$ cat src/rtl/gpio_cfg_loader_pkg.sv
// Shared constants and state encoding for the mprj_io pad configuration loader.
// Pad count, per-pad word width and the loader FSM states.
package gpio_cfg_loader_pkg;

    localparam int unsigned MPRJ_IO_PADS  = 38;
    localparam int unsigned GPIO_CFG_BITS = 13;

    localparam logic [2:0] STATE_IDLE  = 3'd0;
    localparam logic [2:0] STATE_FETCH = 3'd1;
    localparam logic [2:0] STATE_SHIFT = 3'd2;
    localparam logic [2:0] STATE_LOAD  = 3'd3;
    localparam logic [2:0] STATE_DONE  = 3'd4;

    typedef enum logic [2:0] {
        StIdle  = STATE_IDLE,
        StFetch = STATE_FETCH,
        StShift = STATE_SHIFT,
        StLoad  = STATE_LOAD,
        StDone  = STATE_DONE
    } loader_state_e;

endpackage

$ cat src/rtl/gpio_cfg_shifter.sv
// Serialises one pad configuration word MSB first with a divided serial_clock.
// Data changes at the start of each low phase; word_done marks the end of bit 0's high phase.
module gpio_cfg_shifter
    import gpio_cfg_loader_pkg::*;
#(
    parameter int unsigned CFG_BITS = GPIO_CFG_BITS,
    parameter int unsigned CLK_DIV  = 2
) (
    input  logic                wb_clk_i,
    input  logic                wb_rst_i,
    input  logic                clear,
    input  logic                load_word,
    input  logic                shift_en,
    input  logic [CFG_BITS-1:0] word,
    output logic                word_done,
    output logic                serial_clock,
    output logic                serial_data_out
);

    localparam int unsigned BW = (CFG_BITS > 1) ? $clog2(CFG_BITS) : 1;
    localparam int unsigned DW = $clog2(CLK_DIV + 1);

    logic [CFG_BITS-1:0] shreg_q, shreg_d;
    logic [BW-1:0]       bit_cnt_q, bit_cnt_d;
    logic [DW-1:0]       div_cnt_q, div_cnt_d;
    logic                sclk_q, sclk_d;
    logic                sdo_q, sdo_d;
    logic                div_wrap;
    logic                last_bit;

    assign div_wrap  = (div_cnt_q == DW'(CLK_DIV - 1));
    assign last_bit  = (bit_cnt_q == '0);
    assign word_done = shift_en & sclk_q & div_wrap & last_bit;

    always_comb begin
        shreg_d   = shreg_q;
        bit_cnt_d = bit_cnt_q;
        div_cnt_d = div_cnt_q;
        sclk_d    = sclk_q;
        sdo_d     = sdo_q;
        if (clear) begin
            shreg_d   = '0;
            bit_cnt_d = '0;
            div_cnt_d = '0;
            sclk_d    = 1'b0;
            sdo_d     = 1'b0;
        end else if (load_word) begin
            shreg_d   = word;
            bit_cnt_d = BW'(CFG_BITS - 1);
            div_cnt_d = '0;
            sclk_d    = 1'b0;
            sdo_d     = word[CFG_BITS-1];
        end else if (shift_en) begin
            if (div_wrap) begin
                div_cnt_d = '0;
                sclk_d    = ~sclk_q;
                // Falling edge: present the next bit; after bit 0 the line just holds.
                if (sclk_q && !last_bit) begin
                    shreg_d   = shreg_q << 1;
                    bit_cnt_d = bit_cnt_q - BW'(1);
                    sdo_d     = shreg_q[CFG_BITS-2];
                end
            end else begin
                div_cnt_d = div_cnt_q + DW'(1);
            end
        end
    end

    always_ff @(posedge wb_clk_i) begin
        if (wb_rst_i) begin
            shreg_q   <= '0;
            bit_cnt_q <= '0;
            div_cnt_q <= '0;
            sclk_q    <= 1'b0;
            sdo_q     <= 1'b0;
        end else begin
            shreg_q   <= shreg_d;
            bit_cnt_q <= bit_cnt_d;
            div_cnt_q <= div_cnt_d;
            sclk_q    <= sclk_d;
            sdo_q     <= sdo_d;
        end
    end

    assign serial_clock    = sclk_q;
    assign serial_data_out = sdo_q;

endmodule

$ cat src/rtl/gpio_cfg_loader.sv
// Walks the pad configuration words from pad NUM_PADS-1 down to pad 0 into the
// mprj_io serial chain, then strobes serial_load so all pads switch together.
module gpio_cfg_loader
    import gpio_cfg_loader_pkg::*;
#(
    parameter int unsigned NUM_PADS = MPRJ_IO_PADS,
    parameter int unsigned CFG_BITS = GPIO_CFG_BITS,
    parameter int unsigned CLK_DIV  = 2
) (
    input  logic                        wb_clk_i,
    input  logic                        wb_rst_i,
    input  logic                        start,
    input  logic                        abort,
    output logic                        busy,
    output logic                        done,
    output logic [$clog2(NUM_PADS)-1:0] cfg_rd_addr,
    input  logic [CFG_BITS-1:0]         cfg_rd_data,
    output logic                        serial_clock,
    output logic                        serial_data_out,
    output logic                        serial_load
);

    localparam int unsigned AW = $clog2(NUM_PADS);
    localparam int unsigned LW = $clog2(CLK_DIV + 1);

    loader_state_e state_q, state_d;
    logic          fetch_ph_q, fetch_ph_d;
    logic [LW-1:0] load_cnt_q, load_cnt_d;
    logic [AW-1:0] addr_q, addr_d;
    logic          busy_q, done_q, load_q;
    logic          busy_d, done_d, load_d;
    logic          load_word, shift_en, clear, word_done;

    always_comb begin
        state_d    = state_q;
        fetch_ph_d = fetch_ph_q;
        load_cnt_d = load_cnt_q;
        addr_d     = addr_q;
        load_word  = 1'b0;
        shift_en   = 1'b0;
        clear      = 1'b0;
        if (abort && state_q != StIdle) begin
            state_d    = StIdle;
            fetch_ph_d = 1'b0;
            load_cnt_d = '0;
            clear      = 1'b1;
        end else begin
            unique case (state_q)
                StIdle: begin
                    if (start && !abort) begin
                        state_d    = StFetch;
                        addr_d     = AW'(NUM_PADS - 1);
                        fetch_ph_d = 1'b0;
                    end
                end
                StFetch: begin
                    // Phase 0 presents the address; read data is valid in phase 1.
                    if (!fetch_ph_q) begin
                        fetch_ph_d = 1'b1;
                    end else begin
                        fetch_ph_d = 1'b0;
                        load_word  = 1'b1;
                        state_d    = StShift;
                    end
                end
                StShift: begin
                    shift_en = 1'b1;
                    if (word_done) begin
                        if (addr_q != '0) begin
                            addr_d  = addr_q - AW'(1);
                            state_d = StFetch;
                        end else begin
                            load_cnt_d = '0;
                            state_d    = StLoad;
                        end
                    end
                end
                StLoad: begin
                    if (load_cnt_q == LW'(CLK_DIV - 1)) begin
                        load_cnt_d = '0;
                        state_d    = StDone;
                    end else begin
                        load_cnt_d = load_cnt_q + LW'(1);
                    end
                end
                StDone: state_d = StIdle;
                default: state_d = StIdle;
            endcase
        end
    end

    assign busy_d = (state_d == StFetch) || (state_d == StShift) || (state_d == StLoad);
    assign done_d = (state_d == StDone);
    assign load_d = (state_d == StLoad);

    always_ff @(posedge wb_clk_i) begin
        if (wb_rst_i) begin
            state_q    <= StIdle;
            fetch_ph_q <= 1'b0;
            load_cnt_q <= '0;
            addr_q     <= '0;
            busy_q     <= 1'b0;
            done_q     <= 1'b0;
            load_q     <= 1'b0;
        end else begin
            state_q    <= state_d;
            fetch_ph_q <= fetch_ph_d;
            load_cnt_q <= load_cnt_d;
            addr_q     <= addr_d;
            busy_q     <= busy_d;
            done_q     <= done_d;
            load_q     <= load_d;
        end
    end

    gpio_cfg_shifter #(
        .CFG_BITS (CFG_BITS),
        .CLK_DIV  (CLK_DIV)
    ) u_shifter (
        .wb_clk_i        (wb_clk_i),
        .wb_rst_i        (wb_rst_i),
        .clear           (clear),
        .load_word       (load_word),
        .shift_en        (shift_en),
        .word            (cfg_rd_data),
        .word_done       (word_done),
        .serial_clock    (serial_clock),
        .serial_data_out (serial_data_out)
    );

    assign busy        = busy_q;
    assign done        = done_q;
    assign serial_load = load_q;
    assign cfg_rd_addr = addr_q;

endmodule

$ cat config.mk
export PLATFORM = sky130hd
export DESIGN_NAME = gpio_cfg_loader
export DESIGN_NICKNAME = d
export VERILOG_FILES = /design/src/rtl/gpio_cfg_loader_pkg.sv /design/src/rtl/gpio_cfg_shifter.sv /design/src/rtl/gpio_cfg_loader.sv
export SDC_FILE = /design/constraint.sdc
export NUM_CORES = 1
export LEC_CHECK = 0
export CAP_MARGIN = 15
export CORE_UTILIZATION = 53
export CTS_BUF_LIST = sky130_fd_sc_hd__clkbuf_16
export DETAILED_ROUTE_END_ITERATION = 8
export HOLD_SLACK_MARGIN = 0.05
export PLACE_DENSITY = 0.79
export SKIP_CTS_REPAIR_TIMING = 1
export SLEW_MARGIN = 20
export SYNTH_ARGS = -nofsm -noshare
export SYNTH_HDL_FRONTEND = slang
export SYNTH_SLANG_ARGS = --single-unit
$ cat constraint.sdc
create_clock -name wb_clk_i -period 2.65 [get_ports wb_clk_i]
set_clock_uncertainty 0.2 [all_clocks]
set_input_delay 0.53 -clock wb_clk_i [delete_from_list [all_inputs] [get_ports wb_clk_i]]
set_output_delay 0.53 -clock wb_clk_i [all_outputs]
set_load 0.1 [all_outputs]
Word-level counts from Yosys, hierarchy flattened
Cells that the tools add are included.
Operators by class
  muxes and demuxes: 37
  reductions and logical operators: 26
  bitwise logic cells: 5
  equal/unequal tests: 13
  $add $sub $neg: 4
Operators with widths (number)
  12-bit two-way mux: 4
  6-bit two-way mux: 3
  4-bit two-way mux: 4
  3-bit two-way mux: 5
  3-bit by 2-bit == test with 1-bit output (second input constant): 4
  1-bit two-way mux: 12
  3-bit case mux with 4 select lines: 1
  6-bit case mux with 2 select lines: 1
  2-bit nonzero test: 6
  2-bit two-way mux: 5
  3-bit AND reduction: 3
  3-bit by 1-bit == test with 1-bit output (second input constant): 2
  2-bit != test (second input constant): 3
  6-bit nonzero test: 1
  6-bit by 1-bit subtractor with 6-bit output (second input constant): 1
  5-bit AND reduction: 1
  2-bit by 1-bit adder with 2-bit output (second input constant): 2
  2-bit by 1-bit == test with 1-bit output (second input constant): 2
  4-bit logical NOT: 1
  2-bit case mux with 2 select lines: 1
  2-bit AND reduction: 2
  2-bit OR reduction: 2
  4-bit by 1-bit subtractor with 4-bit output (second input constant): 1
  1-bit AND: 3
  other kinds (10): 15
Storage, ports and cells
  bits in registers: 35
  input port bits: 17
  output and inout port bits: 11

Logic depth before layout (Yosys ltp)
Gate-level depths: netlist (run 1).
  word-level depth: 12
  gate-level depth with buffers: 7
  gate-level depth less buffers: 6

Modules after synthesis
A second synthesis (run 1) with hierarchy kept.
Second synthesis, totals
  cell total of the unflattened synthesis: 205
  area total of the unflattened synthesis: 1834.3 sq um
Modules (own cells, without submodules)
  gpio_cfg_shifter: sequential area each 400.4 sq um, area each 962.2 sq um, instances 1, cells an instance 114
  gpio_cfg_loader: sequential area each 300.3 sq um, area each 872.1 sq um, instances 1, cells an instance 91

Worst setup path before layout (run 1)
No wires, ideal clock.
  path type: register -> register
  start: register addr_q[0] (netlist: cfg_rd_addr[0])
  end: register addr_q[4] (netlist: cfg_rd_addr[4])
  setup time: 0.072 ns
  stages on the path, launching flop included: 7
  period minus slack after synthesis: 2.498 ns
  arrival: 2.226 ns
  path slack: 0.152 ns
  cells stage by stage: dfxtp_1 > inv_1 > ha_1 > nand2b_1 > o2111ai_1 > a2111oi_2 > mux2i_1
On the way
  longest elaborated chain between the ends: 4
  elaborated cells on any way between the ends: 7
  classes of those cells: add/sub (1); eq/ne (1); mux (3); reduce/logical (2)
Ends and longest elaborated chain
  start, declared: RTL line gpio_cfg_loader.sv:29  | logic [AW-1:0] addr_q, addr_d;
  start signal, assigned: RTL line gpio_cfg_loader.sv:109  | addr_q <= addr_d;
  6-bit by 1-bit subtractor with 6-bit output: RTL line gpio_cfg_loader.sv:70  | addr_d = addr_q - AW'(1);
  6-bit two-way mux: RTL line gpio_cfg_loader.sv:69  | if (addr_q != '0) begin
  6-bit two-way mux: RTL line gpio_cfg_loader.sv:68  | if (word_done) begin
  6-bit case mux with 2 select lines: RTL line gpio_cfg_loader.sv:48  | unique case (state_q)
Parallel ways exist; a longest one is shown, timed or not. The select of a mux whose other input is x is not followed.
A chain may end at the register's enable or synchronous reset.

Final worst setup path (run 1)
  start: register u_shifter.bit_cnt_q[0]
  end: register addr_q[1] (netlist: cfg_rd_addr[1])
On the way
  longest elaborated chain between the ends: 4
Ends and longest elaborated chain
  start, declared: RTL line gpio_cfg_shifter.sv:24  | logic [BW-1:0] bit_cnt_q, bit_cnt_d;
  start signal, assigned: RTL line gpio_cfg_shifter.sv:78  | bit_cnt_q <= bit_cnt_d;
  4-bit logical NOT: RTL line gpio_cfg_shifter.sv:32  | assign last_bit = (bit_cnt_q == '0);
  1-bit AND: RTL line gpio_cfg_shifter.sv:33  | assign word_done = shift_en & sclk_q & div_wrap & last_bit;
  2-bit by 1-bit != test with 1-bit output (no source line)
  5-bit AND reduction (no source line)
Every way passes these cells.

==> results.py, run 1 <==
metrics = {
    "outcome": {
        "status": "complete, no violations",
    },
    "synthesis": {
        "synth_edf_count": 0,
        "synthArstFlopShare": 0,
        "syn_nets": 212,
        "syn_area_per_cell_um2": 9.178,
        "ys_seq_area_frac": 0.3997,
        "syn_inst": 191,
        "yosysWarnings": 0,
        "synth_area_um2": 1753,
        "synth_flop_cell": "dfxtp_1",
        "synthDistinctLibCells": 46,
        "synth-seq-cells": 35,
    },
    "clock_tree": {
        "clk_latency_ps": 270,
        "cts_max_level": 2,
        "clkSinkCount": 35,
        "cts_tree": "yes",
        "cts-root-buf": "clkbuf_16",
        "cts.path.max_buffers": 2,
        "numCtsBuffers": 5,
        "clkTransAtPathRegs_ps": 50,
    },
    "floorplan": {
        "start_util": 0.5649,
        "rows": 20,
        "die_h_um": 59.51,
        "core_um2": 3103,
        "dieArea_um2": 3541,
        "ios": 28,
        "die_w_um": 59.51,
    },
    "final_layout": {
        "finalNetCount": 242,
        "final_cell_mix": "35 x dfxtp_1, 21 x nor2_1, 17 x buf_4, 16 x clkdlybuf4s50_1, 15 x a211oi_1",
        "fin_area_um2": 2220,
        "layoutNonFillerInstCount": 265,
        "mostFrequentLayoutCell": "dfxtp_1",
        "antenna_cells": 0,
        "drive_gt1_frac": 0.1538,
        "syn2layout_area_growth_pct": 26.62,
    },
    "placement": {
        "hpwl_um": 2755,
        "place_inst": 258,
        "postPlaceCellArea_um2": 2061,
        "io_buffer_count": 27,
        "place_ws_ps": 160.7,
        "gp_congestion": 0.8477,
    },
    "timing": {
        "slew_violations": 0,
        "min_period_ps": 2335,
        "timing.final.crit_share": 0.8810,
        "rsz0062_at_grt": "no",
        "setup_slack_ps": 315.3,
        "hold_viol_final": 0,
        "setup_viol": 0,
        "tightest_slew_ps": 806.9,
        "fin_tns_setup_ps": 0,
        "slew_headroom": 0.4576,
        "fmaxAchievable_mhz": 428.3,
    },
    "route": {
        "wl_met2_um": 1962,
        "top_layer": "met4",
        "wl_met1_um": 1780,
        "first_iter_violations": 79,
        "avgRoutedWirePerCell_um": 15.36,
        "viasPerCell": 5.940,
        "drc": 0,
        "wirelength_um": 4070,
        "vias": 1574,
        "wl_met3_um": 221,
        "first_pass_iters": 4,
        "ant_nets": 0,
    },
    "critical_path": {
        "path_class": "reg2reg",
        "path_cells": "inv_1, ha_1, nor3b_1, nand3_1, buf_4, or3_1, a31oi_1",
        "endpoint": "cfg_rd_addr[1]",
        "worstSetupStartpoint": "u_shifter.bit_cnt_q[0]",
        "cp_slowest_cell": "nor3b_1",
        "r2r_cells": 7,
        "path_buf_inv": 2,
        "critical_path_required_ps": 2650,
        "slowest_delay_ps": 510,
        "cp_data_arrival_time_ps": 2330,
        "reg2reg_from": "u_shifter.bit_cnt_q[0]",
        "cp_top_family": "simple AND/OR/NAND/NOR gates",
        "critPathMaxFanout": 11,
        "worstSetupStartpointType": "flip-flop",
        "regToRegEndpoint": "cfg_rd_addr[1]",
        "reg2reg_setup_slack_ps": 320,
        "endpoint_kind": "flip-flop",
        "cp.depth": 7,
    },
    "global_route": {
        "antenna_found_initial": 0,
        "grt_first_pass_wirelength_um": 6630,
        "grt_pass1_vias": 1442,
        "grtUsageTotal": 0.2548,
        "grt_overflow": 0,
        "grt_max_degree": 28,
    },
    "hold_path": {
        "hold_path_class": "reg2reg",
    },
    "flow_run": {
        "maxCapViolations": 0,
    },
    "power_and_ir_drop": {
        "power.leakage_nw": 0.9103,
        "peakVddDrop_mv": 0.4441,
        "p_per_area_nw_per_um2": 626.1,
    },
}
==> how the worst min path moves through the flow <==
stage | startpoint | end | depth (start not counted)
6_report | u_shifter.div_cnt_q[1] | u_shifter.div_cnt_q[1] | 2
2_1_floorplan | u_shifter.div_cnt_q[1] | u_shifter.div_cnt_q[1] | 2
3_5_place_dp | u_shifter.div_cnt_q[1] | u_shifter.div_cnt_q[1] | 2
4_1_cts | u_shifter.div_cnt_q[1] | u_shifter.div_cnt_q[1] | 2
3_3_place_gp | u_shifter.div_cnt_q[1] | u_shifter.div_cnt_q[1] | 2
5_1_grt | u_shifter.div_cnt_q[1] | u_shifter.div_cnt_q[1] | 2
==> worst min-delay path: cells and delay by family (launching register included) <==
kind / cells / cell delay, ps
AO/OA/AOI/OAI: 1 / 40
flip-flops: 1 / 310
buffers and inverters: 1 / 60
==> power by group <==
group / switching (W) / internal [W] / leakage, nW / total (W)
Clock: 0.000205 / 0.000434 / 0.0811 / 0.000640
Sequential: 0.0000178 / 0.000539 / 0.283 / 0.000557
Combinational: 0.000125 / 0.0000675 / 0.546 / 0.000193
==> stage by stage <==
step	hold slack [ps]	power [W]	util
detailed placement	240.0	0.0007561	0.6641
CTS	247.7	0.001394	0.7153
global route	262.8	0.001431	0.7153
floorplan	214.3	0.0006941	-
global placement	224.0	0.0007506	0.6641
finish	254.2	0.001390	0.7153
==> area by class of cell <==
type / instances / area, um^2
flip-flops and latches: 35 / 700.7
fillers: 261 / 883.3
clock inverters: 2 / 33.78
clock buffers: 5 / 125.1
inverters: 7 / 26.28
well taps: 44 / 55.05
multi-input cells: 138 / 970.9
repair buffers: 34 / 307.8
==> synth_stat cells, drive strengths merged, types with 3 or more instances <==
cell | count | area, um^2
a21oi | 4 | 20.02
nand2 | 6 | 22.52
nor4 | 3 | 25.02
inv | 7 | 26.28
or3 | 8 | 50.05
dfxtp | 35 | 700.7
a31oi | 7 | 43.79
nand2b | 5 | 33.78
o21ai | 6 | 30.03
nand3b | 4 | 30.03
nor3 | 4 | 31.28
a211oi | 15 | 112.6
nor2 | 21 | 78.83
mux2i | 14 | 140.1
or4 | 3 | 22.52
clkbuf | 5 | 18.77
nand3 | 6 | 42.54
ha | 4 | 50.05
buf | 6 | 36.28
nor3b | 3 | 27.52
==> layer usage <==
layer | up-vias | GRT usage
li1 | 772 | -
met1 | 733 | 0.3225
met2 | 57 | 0.3965
met3 | 12 | 0.06114
met4 | 0 | 0.1429
met5 | - | 0
==> flip-flops by register name, indices dropped and copies added, names as in the netlist <==
signal                     flops
busy                           1
cfg_rd_addr                    6
done                           1
fetch_ph_q                     1
load_cnt_q                     2
serial_load                    1
state_q                        3
u_shifter.bit_cnt_q            4
u_shifter.div_cnt_q            2
u_shifter.serial_clock         1
u_shifter.serial_data_out      1
u_shifter.shreg_q             12
==> logic make-up (layout without fill, tap and decap cells) <==
kind of cell / Yosys count / after routing / synth area share
muxes: 14 / 14 / 0.07994
xor gates and xnor gates: 3 / 3 / 0.01499
and+or+nand+nor: 73 / 73 / 0.2555
buffers and inverters: 18 / 48 / 0.04640
DFF: 35 / 35 / 0.3997
adders and majority gates: 4 / 4 / 0.02855
AOI/OAI and AO/OA: 44 / 44 / 0.1749
No activity file was read; power rests on OpenSTA's default activity.
==> run 2, diff against run 1 <==
- CAP_MARGIN: 15 -> not set
==> results of run 2 <==
The final DEF is identical to that of run 1; final timing and power are the same.
